--- src/rtl/lc3_pkg.sv ---
// Shared LC-3 decode definitions: opcodes, the link register index, immediate
// selection and the ID/EX payload layout.
package lc3_pkg;

    localparam logic [3:0] OP_BR   = 4'b0000;
    localparam logic [3:0] OP_ADD  = 4'b0001;
    localparam logic [3:0] OP_LD   = 4'b0010;
    localparam logic [3:0] OP_ST   = 4'b0011;
    localparam logic [3:0] OP_JSR  = 4'b0100;
    localparam logic [3:0] OP_AND  = 4'b0101;
    localparam logic [3:0] OP_LDR  = 4'b0110;
    localparam logic [3:0] OP_STR  = 4'b0111;
    localparam logic [3:0] OP_RTI  = 4'b1000;
    localparam logic [3:0] OP_NOT  = 4'b1001;
    localparam logic [3:0] OP_LDI  = 4'b1010;
    localparam logic [3:0] OP_STI  = 4'b1011;
    localparam logic [3:0] OP_JMP  = 4'b1100;
    localparam logic [3:0] OP_RES  = 4'b1101;
    localparam logic [3:0] OP_LEA  = 4'b1110;
    localparam logic [3:0] OP_TRAP = 4'b1111;

    localparam logic [2:0] REG_R7 = 3'd7;

    typedef enum logic [2:0] {
        ImmNone,
        ImmOff6,
        ImmOff9,
        ImmOff11,
        ImmTrap8
    } imm_sel_e;

    typedef struct packed {
        logic [3:0]  op;
        logic [2:0]  dr;
        logic        ld_reg;
        logic        setcc;
        logic [15:0] src1;
        logic [15:0] src2;
        logic [15:0] imm;
        logic [2:0]  nzp;
        logic [15:0] pc;
    } idex_t;

    // Builds the extended offset field chosen by the decoder.
    function automatic logic [15:0] imm_extend(input logic [15:0] instr, input imm_sel_e sel);
        logic [15:0] imm;
        case (sel)
            ImmOff6:  imm = {{10{instr[5]}}, instr[5:0]};
            ImmOff9:  imm = {{7{instr[8]}}, instr[8:0]};
            ImmOff11: imm = {{5{instr[10]}}, instr[10:0]};
            ImmTrap8: imm = {8'h00, instr[7:0]};
            default:  imm = 16'h0000;
        endcase
        return imm;
    endfunction

endpackage

--- src/rtl/lc3_scoreboard.sv ---
// Per-register pending-write counters for RAW hazard detection.
// Counters go up on issue of a writer and down on writeback or on flush of a
// live writer; coincident events on one register net out.
module lc3_scoreboard
    import lc3_pkg::*;
(
    input  logic       clk,
    input  logic       rst_n,
    input  logic       inc_i,
    input  logic [2:0] inc_idx_i,
    input  logic       wb_dec_i,
    input  logic [2:0] wb_idx_i,
    input  logic       fl_dec_i,
    input  logic [2:0] fl_idx_i,
    input  logic [2:0] src1_i,
    input  logic [2:0] src2_i,
    input  logic [2:0] dst_i,
    output logic       busy1_o,
    output logic       busy2_o,
    output logic       dst_full_o
);

    logic [1:0] cnt_q [8];
    logic [1:0] cnt_d [8];

    // Net the three possible events per register.
    always_comb begin
        for (int i = 0; i < 8; i++) begin
            cnt_d[i] = cnt_q[i]
                     + {1'b0, inc_i && (inc_idx_i == 3'(i))}
                     - {1'b0, wb_dec_i && (wb_idx_i == 3'(i))}
                     - {1'b0, fl_dec_i && (fl_idx_i == 3'(i))};
        end
    end

    // Counter state; reset clears all pending writes at once.
    always_ff @(posedge clk or negedge rst_n) begin
        if (!rst_n) begin
            for (int i = 0; i < 8; i++) begin
                cnt_q[i] <= 2'd0;
            end
        end else begin
            for (int i = 0; i < 8; i++) begin
                cnt_q[i] <= cnt_d[i];
            end
        end
    end

    // A single outstanding write retiring this cycle is bypassed through the
    // register file, so it does not count as busy.
    always_comb begin
        busy1_o    = (cnt_q[src1_i] != 2'd0) &&
                     !((cnt_q[src1_i] == 2'd1) && wb_dec_i && (wb_idx_i == src1_i));
        busy2_o    = (cnt_q[src2_i] != 2'd0) &&
                     !((cnt_q[src2_i] == 2'd1) && wb_dec_i && (wb_idx_i == src2_i));
        dst_full_o = (cnt_q[dst_i] == 2'd3);
    end

endmodule

--- src/rtl/lc3_decode_stage.sv ---
// LC-3 decode / operand-fetch stage with ID/EX register and RAW scoreboard.
// Optional feature: define LC3_DECODE_ILLEGAL_EN to flag RTI and opcode 1101
// as illegal; otherwise they pass through as NOPs.
module lc3_decode_stage
    import lc3_pkg::*;
(
    input  logic        clk,
    input  logic        rst_n,
    input  logic        if_valid,
    output logic        if_ready,
    input  logic [15:0] if_instr,
    input  logic [15:0] if_pc,
    output logic [2:0]  SR1,
    output logic [2:0]  SR2,
    input  logic [15:0] SR1out,
    input  logic [15:0] SR2out,
    input  logic        wb_valid,
    input  logic [2:0]  wb_dr,
    input  logic        flush,
    input  logic        ex_ready,
    output logic        ex_valid,
    output logic [3:0]  ex_op,
    output logic [2:0]  ex_dr,
    output logic        ex_ld_reg,
    output logic        ex_setcc,
    output logic [15:0] ex_src1,
    output logic [15:0] ex_src2,
    output logic [15:0] ex_imm,
    output logic [2:0]  ex_nzp,
    output logic [15:0] ex_pc,
    output logic        ex_illegal
);

    logic [3:0] op;
    logic       use1, use2, ld_reg, setcc, illegal;
    logic [2:0] dr;
    imm_sel_e   imm_sel;
    logic       busy1, busy2, dst_full, hazard, issue;
    idex_t      dec, idex_d, idex_q;
    logic       ex_valid_d, ex_valid_q;

    assign op  = if_instr[15:12];
    assign SR1 = if_instr[8:6];
    assign SR2 = ((op == OP_ST) || (op == OP_STI) || (op == OP_STR)) ? if_instr[11:9]
                                                                     : if_instr[2:0];

    // Opcode decode into source-use, destination and immediate controls.
    always_comb begin
        use1    = 1'b0;
        use2    = 1'b0;
        ld_reg  = 1'b0;
        setcc   = 1'b0;
        dr      = 3'd0;
        imm_sel = ImmNone;
        illegal = 1'b0;
        case (op)
            OP_ADD, OP_AND: begin
                use1 = 1'b1; use2 = !if_instr[5];
                ld_reg = 1'b1; setcc = 1'b1; dr = if_instr[11:9];
            end
            OP_NOT: begin
                use1 = 1'b1; ld_reg = 1'b1; setcc = 1'b1; dr = if_instr[11:9];
            end
            OP_LD, OP_LDI, OP_LEA: begin
                ld_reg = 1'b1; setcc = 1'b1; dr = if_instr[11:9]; imm_sel = ImmOff9;
            end
            OP_LDR: begin
                use1 = 1'b1; ld_reg = 1'b1; setcc = 1'b1; dr = if_instr[11:9];
                imm_sel = ImmOff6;
            end
            OP_STR: begin
                use1 = 1'b1; use2 = 1'b1; imm_sel = ImmOff6;
            end
            OP_ST, OP_STI: begin
                use2 = 1'b1; imm_sel = ImmOff9;
            end
            OP_BR:  imm_sel = ImmOff9;
            OP_JSR: begin
                use1 = !if_instr[11]; ld_reg = 1'b1; dr = REG_R7; imm_sel = ImmOff11;
            end
            OP_JMP: use1 = 1'b1;
            OP_TRAP: begin
                ld_reg = 1'b1; dr = REG_R7; imm_sel = ImmTrap8;
            end
            OP_RTI, OP_RES: begin
`ifdef LC3_DECODE_ILLEGAL_EN
                illegal = 1'b1;
`endif
            end
            default: ;
        endcase
    end

    // Assemble the ID/EX payload from decode and register-file data.
    always_comb begin
        dec        = '0;
        dec.op     = op;
        dec.dr     = dr;
        dec.ld_reg = ld_reg;
        dec.setcc  = setcc;
        dec.src1   = SR1out;
        dec.src2   = (((op == OP_ADD) || (op == OP_AND)) && if_instr[5])
                     ? {{11{if_instr[4]}}, if_instr[4:0]} : SR2out;
        dec.imm    = imm_extend(if_instr, imm_sel);
        dec.nzp    = (op == OP_BR) ? if_instr[11:9] : 3'd0;
        dec.pc     = if_pc;
    end

    lc3_scoreboard u_scoreboard (
        .clk        (clk),
        .rst_n      (rst_n),
        .inc_i      (issue && ld_reg),
        .inc_idx_i  (dr),
        .wb_dec_i   (wb_valid),
        .wb_idx_i   (wb_dr),
        .fl_dec_i   (flush && ex_valid_q && idex_q.ld_reg),
        .fl_idx_i   (idex_q.dr),
        .src1_i     (SR1),
        .src2_i     (SR2),
        .dst_i      (dr),
        .busy1_o    (busy1),
        .busy2_o    (busy2),
        .dst_full_o (dst_full)
    );

    // Handshake: stall on RAW hazard, full destination counter or back-pressure.
    always_comb begin
        hazard   = (use1 && busy1) || (use2 && busy2) || (ld_reg && dst_full);
        if_ready = !flush && !hazard && (!ex_valid_q || ex_ready);
        issue    = if_valid && if_ready;
    end

    // ID/EX next state: flush beats issue, issue beats drain/hold.
    always_comb begin
        ex_valid_d = ex_valid_q;
        idex_d     = idex_q;
        if (flush) begin
            ex_valid_d = 1'b0;
        end else if (issue) begin
            ex_valid_d = 1'b1;
            idex_d     = dec;
        end else if (ex_ready) begin
            ex_valid_d = 1'b0;
        end
    end

    // ID/EX pipeline register.
    always_ff @(posedge clk or negedge rst_n) begin
        if (!rst_n) begin
            ex_valid_q <= 1'b0;
            idex_q     <= '0;
        end else begin
            ex_valid_q <= ex_valid_d;
            idex_q     <= idex_d;
        end
    end

`ifdef LC3_DECODE_ILLEGAL_EN
    logic illegal_d, illegal_q;

    // Illegal flag travels with the payload under the same load condition.
    always_comb begin
        illegal_d = illegal_q;
        if (!flush && issue) begin
            illegal_d = illegal;
        end
    end

    // Illegal flag register.
    always_ff @(posedge clk or negedge rst_n) begin
        if (!rst_n) begin
            illegal_q <= 1'b0;
        end else begin
            illegal_q <= illegal_d;
        end
    end

    assign ex_illegal = illegal_q;
`else
    assign ex_illegal = 1'b0;
`endif

    assign ex_valid  = ex_valid_q;
    assign ex_op     = idex_q.op;
    assign ex_dr     = idex_q.dr;
    assign ex_ld_reg = idex_q.ld_reg;
    assign ex_setcc  = idex_q.setcc;
    assign ex_src1   = idex_q.src1;
    assign ex_src2   = idex_q.src2;
    assign ex_imm    = idex_q.imm;
    assign ex_nzp    = idex_q.nzp;
    assign ex_pc     = idex_q.pc;

endmodule

--- config.mk ---
export PLATFORM = sky130hd
export DESIGN_NAME = lc3_decode_stage
export DESIGN_NICKNAME = d
export VERILOG_FILES = /design/src/rtl/lc3_pkg.sv /design/src/rtl/lc3_scoreboard.sv /design/src/rtl/lc3_decode_stage.sv
export SDC_FILE = /design/constraint.sdc
export NUM_CORES = 1
export LEC_CHECK = 0
export CORE_ASPECT_RATIO = 1.5
export CORE_MARGIN = 5
export CORE_UTILIZATION = 25
export DETAILED_ROUTE_END_ITERATION = 8
export DONT_BUFFER_PORTS = 1
export GPL_TIMING_DRIVEN = 1
export PLACE_DENSITY = 0.43
export SLEW_MARGIN = 15
export SYNTH_ARGS = -nofsm -noshare
export SYNTH_HDL_FRONTEND = slang
export SYNTH_SLANG_ARGS = --single-unit
export TNS_END_PERCENT = 30
--- constraint.sdc ---
create_clock -name clk -period 3.4 [get_ports clk]
set_input_delay 0.68 -clock clk [delete_from_list [all_inputs] [get_ports clk]]
set_output_delay 0.68 -clock clk [all_outputs]
set_load 0.01 [all_outputs]
==> qor.txt, run 1 <==
status: complete, but fails checks
failing checks: setup timing
most frequent cells in the layout: dfrtp_1, inv_1, buf_4, mux2i_1, a21oi_1
drt via density: 4.906
crit path launch type: input pin
antenna violations before repair: 0
Final Hold Fails: 0
VDD IR max: 0.0003279 V
Fin Clk Skew: 13.92 ps
die span in x: 126.6 um
Async S/R FF share, synth: 100.0%
DIE HEIGHT: 184.8 um
filler instances: 2119
Clock transition at path regs: 70 ps
max_slew headroom: 45.07%
DRC viols: 0
worst hold slack: 27.23 ps
Starting Density: 25.15%
total power: 4.317 mW
CTS tree: done
count of cell types in the netlist: 62
worst-skew pair later-pin latency: 350 ps
register area share after synthesis: 43.22%
warnings from Yosys: 0
fin nets: 587
RSZ-0062 raised after global routing: yes
DR vias: 3763
crit path time final: 3407 ps
mux contribution to synthesized area: 18.39%
port bufs: 0
clk sinks: 88
upper clock frequency limit: 293.5 MHz
Cell Area, Placed: 5543 um2
Worst path max stage delay: 550 ps
DRT iter0 DRCs: 249
post-route ant nets: 0
Post-DP HPWL: 12300 um
Post-Route WL: 15930 um
simple-gate share of the synthesized area: 11.49%
GRT Residual Overflow: 0
Pleak: 2.478 nW
syn_nets: 569
I/O pin count: 158
Setup Crit Path Kind: in2reg
worst-margin pin slew: 821.6 ps
Required @ worst endpoint: 3640 ps
max-cap violation count: 0
Syn-to-layout area delta: 15.79%
Synth Instances: 480
Finished Cell Area: 5899 um2
PnR worst setup slack: -7.225 ps
Arr. time, crit path: 3640 ps
die area: 23390 um2
Main synth FF type: dfrtp_1
Synth Area in XOR/XNOR: 3.610%
slowest CP cell: fa_1
FF+latch count, synth: 88
CTS Buf Count: 9
Synth Area in Adders: 5.108%
fraction of layout cells with a size suffix above 1: 20.28%
first-pass GRT wire length: 24240 um
post-synthesis cell area: 5095 um2
final setup TNS: -7.225 ps
Core ar.: 20260 um2
P per Cell Area: 731.7 nW/um2
setup violators final: 1
htree depth: 3
critical path cell sequence: a21boi_2 > and3_1 > a22o_1 > or4_4 > a41oi_2 > nand4b_1 > or4_4 > fa_1 > inv_1 > ha_2 > xnor2_2 > xnor2_1
crit path max fanout: 16
largest net degree at the start of global routing: 88
Most common cell on crit path: or4_4
worst min path class: in2async
Max Slew Vio Count: 0
largest family of logic cells by synthesized area: multiplexers
mean post-synth cell area: 10.61 um2
most common cell after layout, fill and taps aside: dfrtp_1
drt pass-1 iters: 7
EDFF count, synth: 0
vias in the first global route: 4042
placer congestion estimate: 0.8916
Worst Setup End Kind: flip-flop
clk buf depth: 2
Period Utilization, post-route: 100.2%
FP Rows: 64
Compound-Gate Fraction of Synth Area: 10.73%
Wirelength per Cell: 20.77 um
Ant. Diodes: 0
Overall Global Routing Usage: 13.59%
CTS root buf: clkbuf_16
[through the flow]
step | cells | worst slack [ps] | utilization [%]
2_1_floorplan | 480 | -354.1 | -
3_3_place_gp | 748 | -348.1 | 27.36
3_5_place_dp | 748 | -384.8 | 27.36
4_1_cts | 766 | -4.408 | 28.92
5_1_grt | 767 | -134.4 | 29.12
6_report | 767 | -7.225 | 29.12
[cell type report]
cell class,count,area (um2),share of cell area [%]
Clock inverter,4,53.80,0.9120
Inverter,41,153.9,2.609
Tap cell,264,330.3,5.599
Multi-Input combinational cell,315,2585,43.82
Timing Repair Buffer,43,337.8,5.726
Sequential cell,88,2202,37.33
Clock buffer,12,236.5,4.008
[critical path: cells and delay by family]
kind / cells / cell delay, ps
AND/OR/NAND/NOR: 4 / 1440
adder cells (fa/ha/maj): 2 / 720
AO/OA/AOI/OAI: 3 / 510
XOR/XNOR: 2 / 250
buffers and inverters: 1 / 40
[power breakdown]
part	switching, mW	internal, mW
sequential	0.722	1.56
combinational	0.471	0.572
clock	0.421	0.574
[path summary, 6_finish.rpt]
kind	from	to	slack, ps	depth (start not counted)
min in group clk	if_pc[13]	ex_pc[13]$_DFFE_PN0P_	470	1
max reg2reg	u_scoreboard.cnt_q[7]$_DFF_PN0_	u_scoreboard.cnt_q[13]$_DFF_PN0_	100	12
max in group asynchronous	rst_n	ex_src1[12]$_DFFE_PN0P_	2640	1
min reg2reg	ex_pc[8]$_DFFE_PN0P_	ex_pc[8]$_DFFE_PN0P_	570	1
min	rst_n	u_scoreboard.cnt_q[10]$_DFF_PN0_	30	0
max	if_instr[12]	u_scoreboard.cnt_q[13]$_DFF_PN0_	-7	12
[Yosys cell counts, drive strengths merged (8+ instances only)]
library cell,count,area share (%)
dfrtp,88,43
clkbuf,13,0.96
nand3,14,1.4
nor3,8,0.79
xnor2,14,2.4
buf,23,3.4
o21ai,22,2.4
nor2,17,1.3
ha,8,2.0
mux2,47,10
and3,9,1.1
mux2i,34,6.7
inv,41,3.0
fa,8,3.1
a21oi,32,3.2
nand2,26,2.0
[routing by layer]
layer	up-vias	global-route usage, %	share of wire [%]
met5	-	0	0
met4	0	6.784	3.9
met3	29	4.818	9.0
met2	146	23.41	51
met1	1885	14.76	36
li1	1703	-	-
[kinds of logic after synthesis]
| group | Yosys count |
|---|---|
| buffers and inverters | 77 |
| multiplexers | 84 |
| adder cells (fa/ha/maj) | 16 |
| XOR/XNOR | 21 |
| other | 1 |
| AO/OA/AOI/OAI | 84 |
| AND/OR/NAND/NOR | 109 |
| flip-flops | 88 |
[repair_timing]
action                     CTS  global route
hold endpoints to repair     2             3
hold buffers                 2             1
buffers inserted             0             0
gates resized for setup      1             7
pin swaps                    0             1
setup endpoints to repair    2             8
(Power assumes the default switching activity.)
==> run 2: changes to the inputs <==
HOLD_SLACK_MARGIN = 0.03   (was unset)
SLEW_MARGIN = unset   (was 15)
TNS_END_PERCENT = unset   (was 30)
==> run 2 against run 1 <==
Net effect: the flow still finishes with violations (setup timing); maximum frequency shrank 0.60%; count of clock-buffer cells in the layout stayed put; final cell count rose by 0.78%; worst setup slack got worse by 20 ps; sequential power about the same; sequential share of layout area is 0.96 points lower; clock skew fell by 7.4 ps; first-iteration DRC count fell by 47%; critical path depth increased by 1; critical path type unchanged.
==> qor.txt, run 2 (same netlist as run 1, synthesis figures left out) <==
CTS Buf Count: 9
drt pass-1 iters: 4
Fin Clk Skew: 6.511 ps
slowest CP cell: or4_4
Final Hold Fails: 0
DIE HEIGHT: 184.8 um
fin nets: 593
Most common cell on crit path: or4_4
critical path cell sequence: a21bo_4 > buf_6 > nor3_2 > a22o_1 > or4_4 > a41oi_2 > nand4b_1 > or4_4 > fa_1 > inv_1 > ha_4 > xnor2_2 > xnor2_1
total power: 4.396 mW
clock group share of total power: 23.4%
CTS tree: done
Comb pwr share: 24.7%
sequential cell area: 2202 um2
Syn-to-layout area delta: 18.86%
Wirelength per Cell: 20.78 um
Setup Crit Path Kind: in2reg
Pleak: 2.548 nW
P per Cell Area: 725.9 nW/um2
Final Non-Filler Cells: 773
most common cell after layout, fill and taps aside: dfrtp_1
placed cells: 754
wire length on met2: 8367 um
crit path launch type: input pin
GRT Residual Overflow: 0
Period Utilization, post-route: 100.8%
R2R Path End: u_scoreboard.cnt_q[13]$_DFF_PN0_
Clock transition at path regs: 70 ps
Worst path max stage delay: 540 ps
RSZ-0062 raised after global routing: yes
Required @ worst endpoint: 3630 ps
r2r setup slk: 100 ps
fraction of layout cells with a size suffix above 1: 23.77%
I/O pin count: 158
upper clock frequency limit: 291.7 MHz
DR vias: 3801
Starting Density: 25.15%
R2R Path Start: u_scoreboard.cnt_q[9]$_DFF_PN0_
die span in x: 126.6 um
Switching Share: 37.23%
die area: 23390 um2
htree depth: 3
max-cap violation count: 0
max layer used: met4
clk sinks: 88
largest net degree at the start of global routing: 89
filler instances: 2112
Post-DP HPWL: 12460 um
Max Slew Vio Count: 0
met1 wire length: 5742 um
Ant. Diodes: 0
Worst Setup End Kind: flip-flop
max_slew headroom: 41.25%
vias in the first global route: 3981
antenna violations before repair: 0
Post-Route WL: 16070 um
failing checks: setup timing
status: complete, but fails checks
Buf/Inv on CP: 2
worst-margin pin slew: 869.0 ps
Psw: 1.637 mW
FP Rows: 64
Core ar.: 20260 um2
VDD IR max: 0.0003260 V
crit path time final: 3428 ps
post-route ant nets: 0
Largest delay share family, worst path: simple AND/OR/NAND/NOR gates
Internal: 2.759 mW
port bufs: 0
Overall Global Routing Usage: 13.72%
Sequential Power Share: 51.8%
crit path max fanout: 16
setup violators final: 1
placer congestion estimate: 0.8908
clk buf depth: 2
PnR worst setup slack: -27.71 ps
CTS root buf: clkbuf_16
DRC viols: 0
worst min path class: in2async
met3 wire length: 1357 um
FF-to-FF path depth: 13
worst-skew pair later-pin latency: 340 ps
utilization of the core after routing: 29.89%
multi-input logic area: 2659 um2
first-pass GRT wire length: 24410 um
drt via density: 4.917
most frequent cells in the layout: dfrtp_1, buf_4, inv_1, mux2i_1, a21oi_1
Arr. time, crit path: 3660 ps
DRT iter0 DRCs: 131
[run 2: cell type report]
cell class	instances	share of cell area, %
clock inverter	4	0.8471
multi-input combinational	315	43.90
clock buffer	12	4.236
inverter	41	2.541
timing repair buffer	49	6.653
sequential	88	36.36
tap	264	5.455
[run 2: through the flow]
stage	cell area (um2)	worst slack (ps)	hold WS, ps	TNS [ps]
6_report	6056	-27.71	238.1	-27.71
4_1_cts	5964	13.02	254.8	0
2_1_floorplan	5175	-350.6	384.4	-1708
3_3_place_gp	5598	-418.0	386.7	-4867
5_1_grt	6056	-133.8	256.0	-282.8
3_5_place_dp	5598	-434.9	386.3	-4176
[run 2: how the worst max path moves through the flow]
| stage | from | end | slack [ps] | cells past startpoint |
|---|---|---|---|---|
| floorplan | if_instr[14] | u_scoreboard.cnt_q[13]$_DFF_PN0_ | -350 | 14 |
| global placement | if_instr[12] | u_scoreboard.cnt_q[13]$_DFF_PN0_ | -420 | 13 |
| detailed placement | if_instr[12] | u_scoreboard.cnt_q[11]$_DFF_PN0_ | -430 | 13 |
| CTS | if_instr[12] | u_scoreboard.cnt_q[13]$_DFF_PN0_ | 10 | 13 |
| global route | if_instr[12] | u_scoreboard.cnt_q[13]$_DFF_PN0_ | -130 | 13 |
| finish | if_instr[12] | u_scoreboard.cnt_q[13]$_DFF_PN0_ | -30 | 13 |
[run 2: power by group through the flow]
| stage | clock network, mW | registers [mW] | logic, mW |
|---|---|---|---|
| 3_5_place_dp | 0 | 2.31 | 1.06 |
| 3_3_place_gp | 0 | 2.31 | 1.03 |
| 4_1_cts | 1.07 | 2.30 | 1.09 |
| 2_1_floorplan | 0 | 2.09 | 0.829 |
| 6_report | 1.03 | 2.28 | 1.09 |
| 5_1_grt | 1.12 | 2.35 | 1.23 |
[run 2: routing by layer]
metal / vias up / GRT usage, %
met5: - / 0
met4: 0 / 6.483
met3: 33 / 4.703
met2: 152 / 23.52
met1: 1897 / 15.26
li1: 1719 / -
[run 2: what timing repair did]
item / in CTS / in global routing
buffers inserted: 1 / 1
gates resized for setup: 5 / 17
endpoints found under the hold margin: 88 / 0
endpoints found under the setup margin: 3 / 6
pin swaps: 1 / 6
hold buffers: 1 / 0
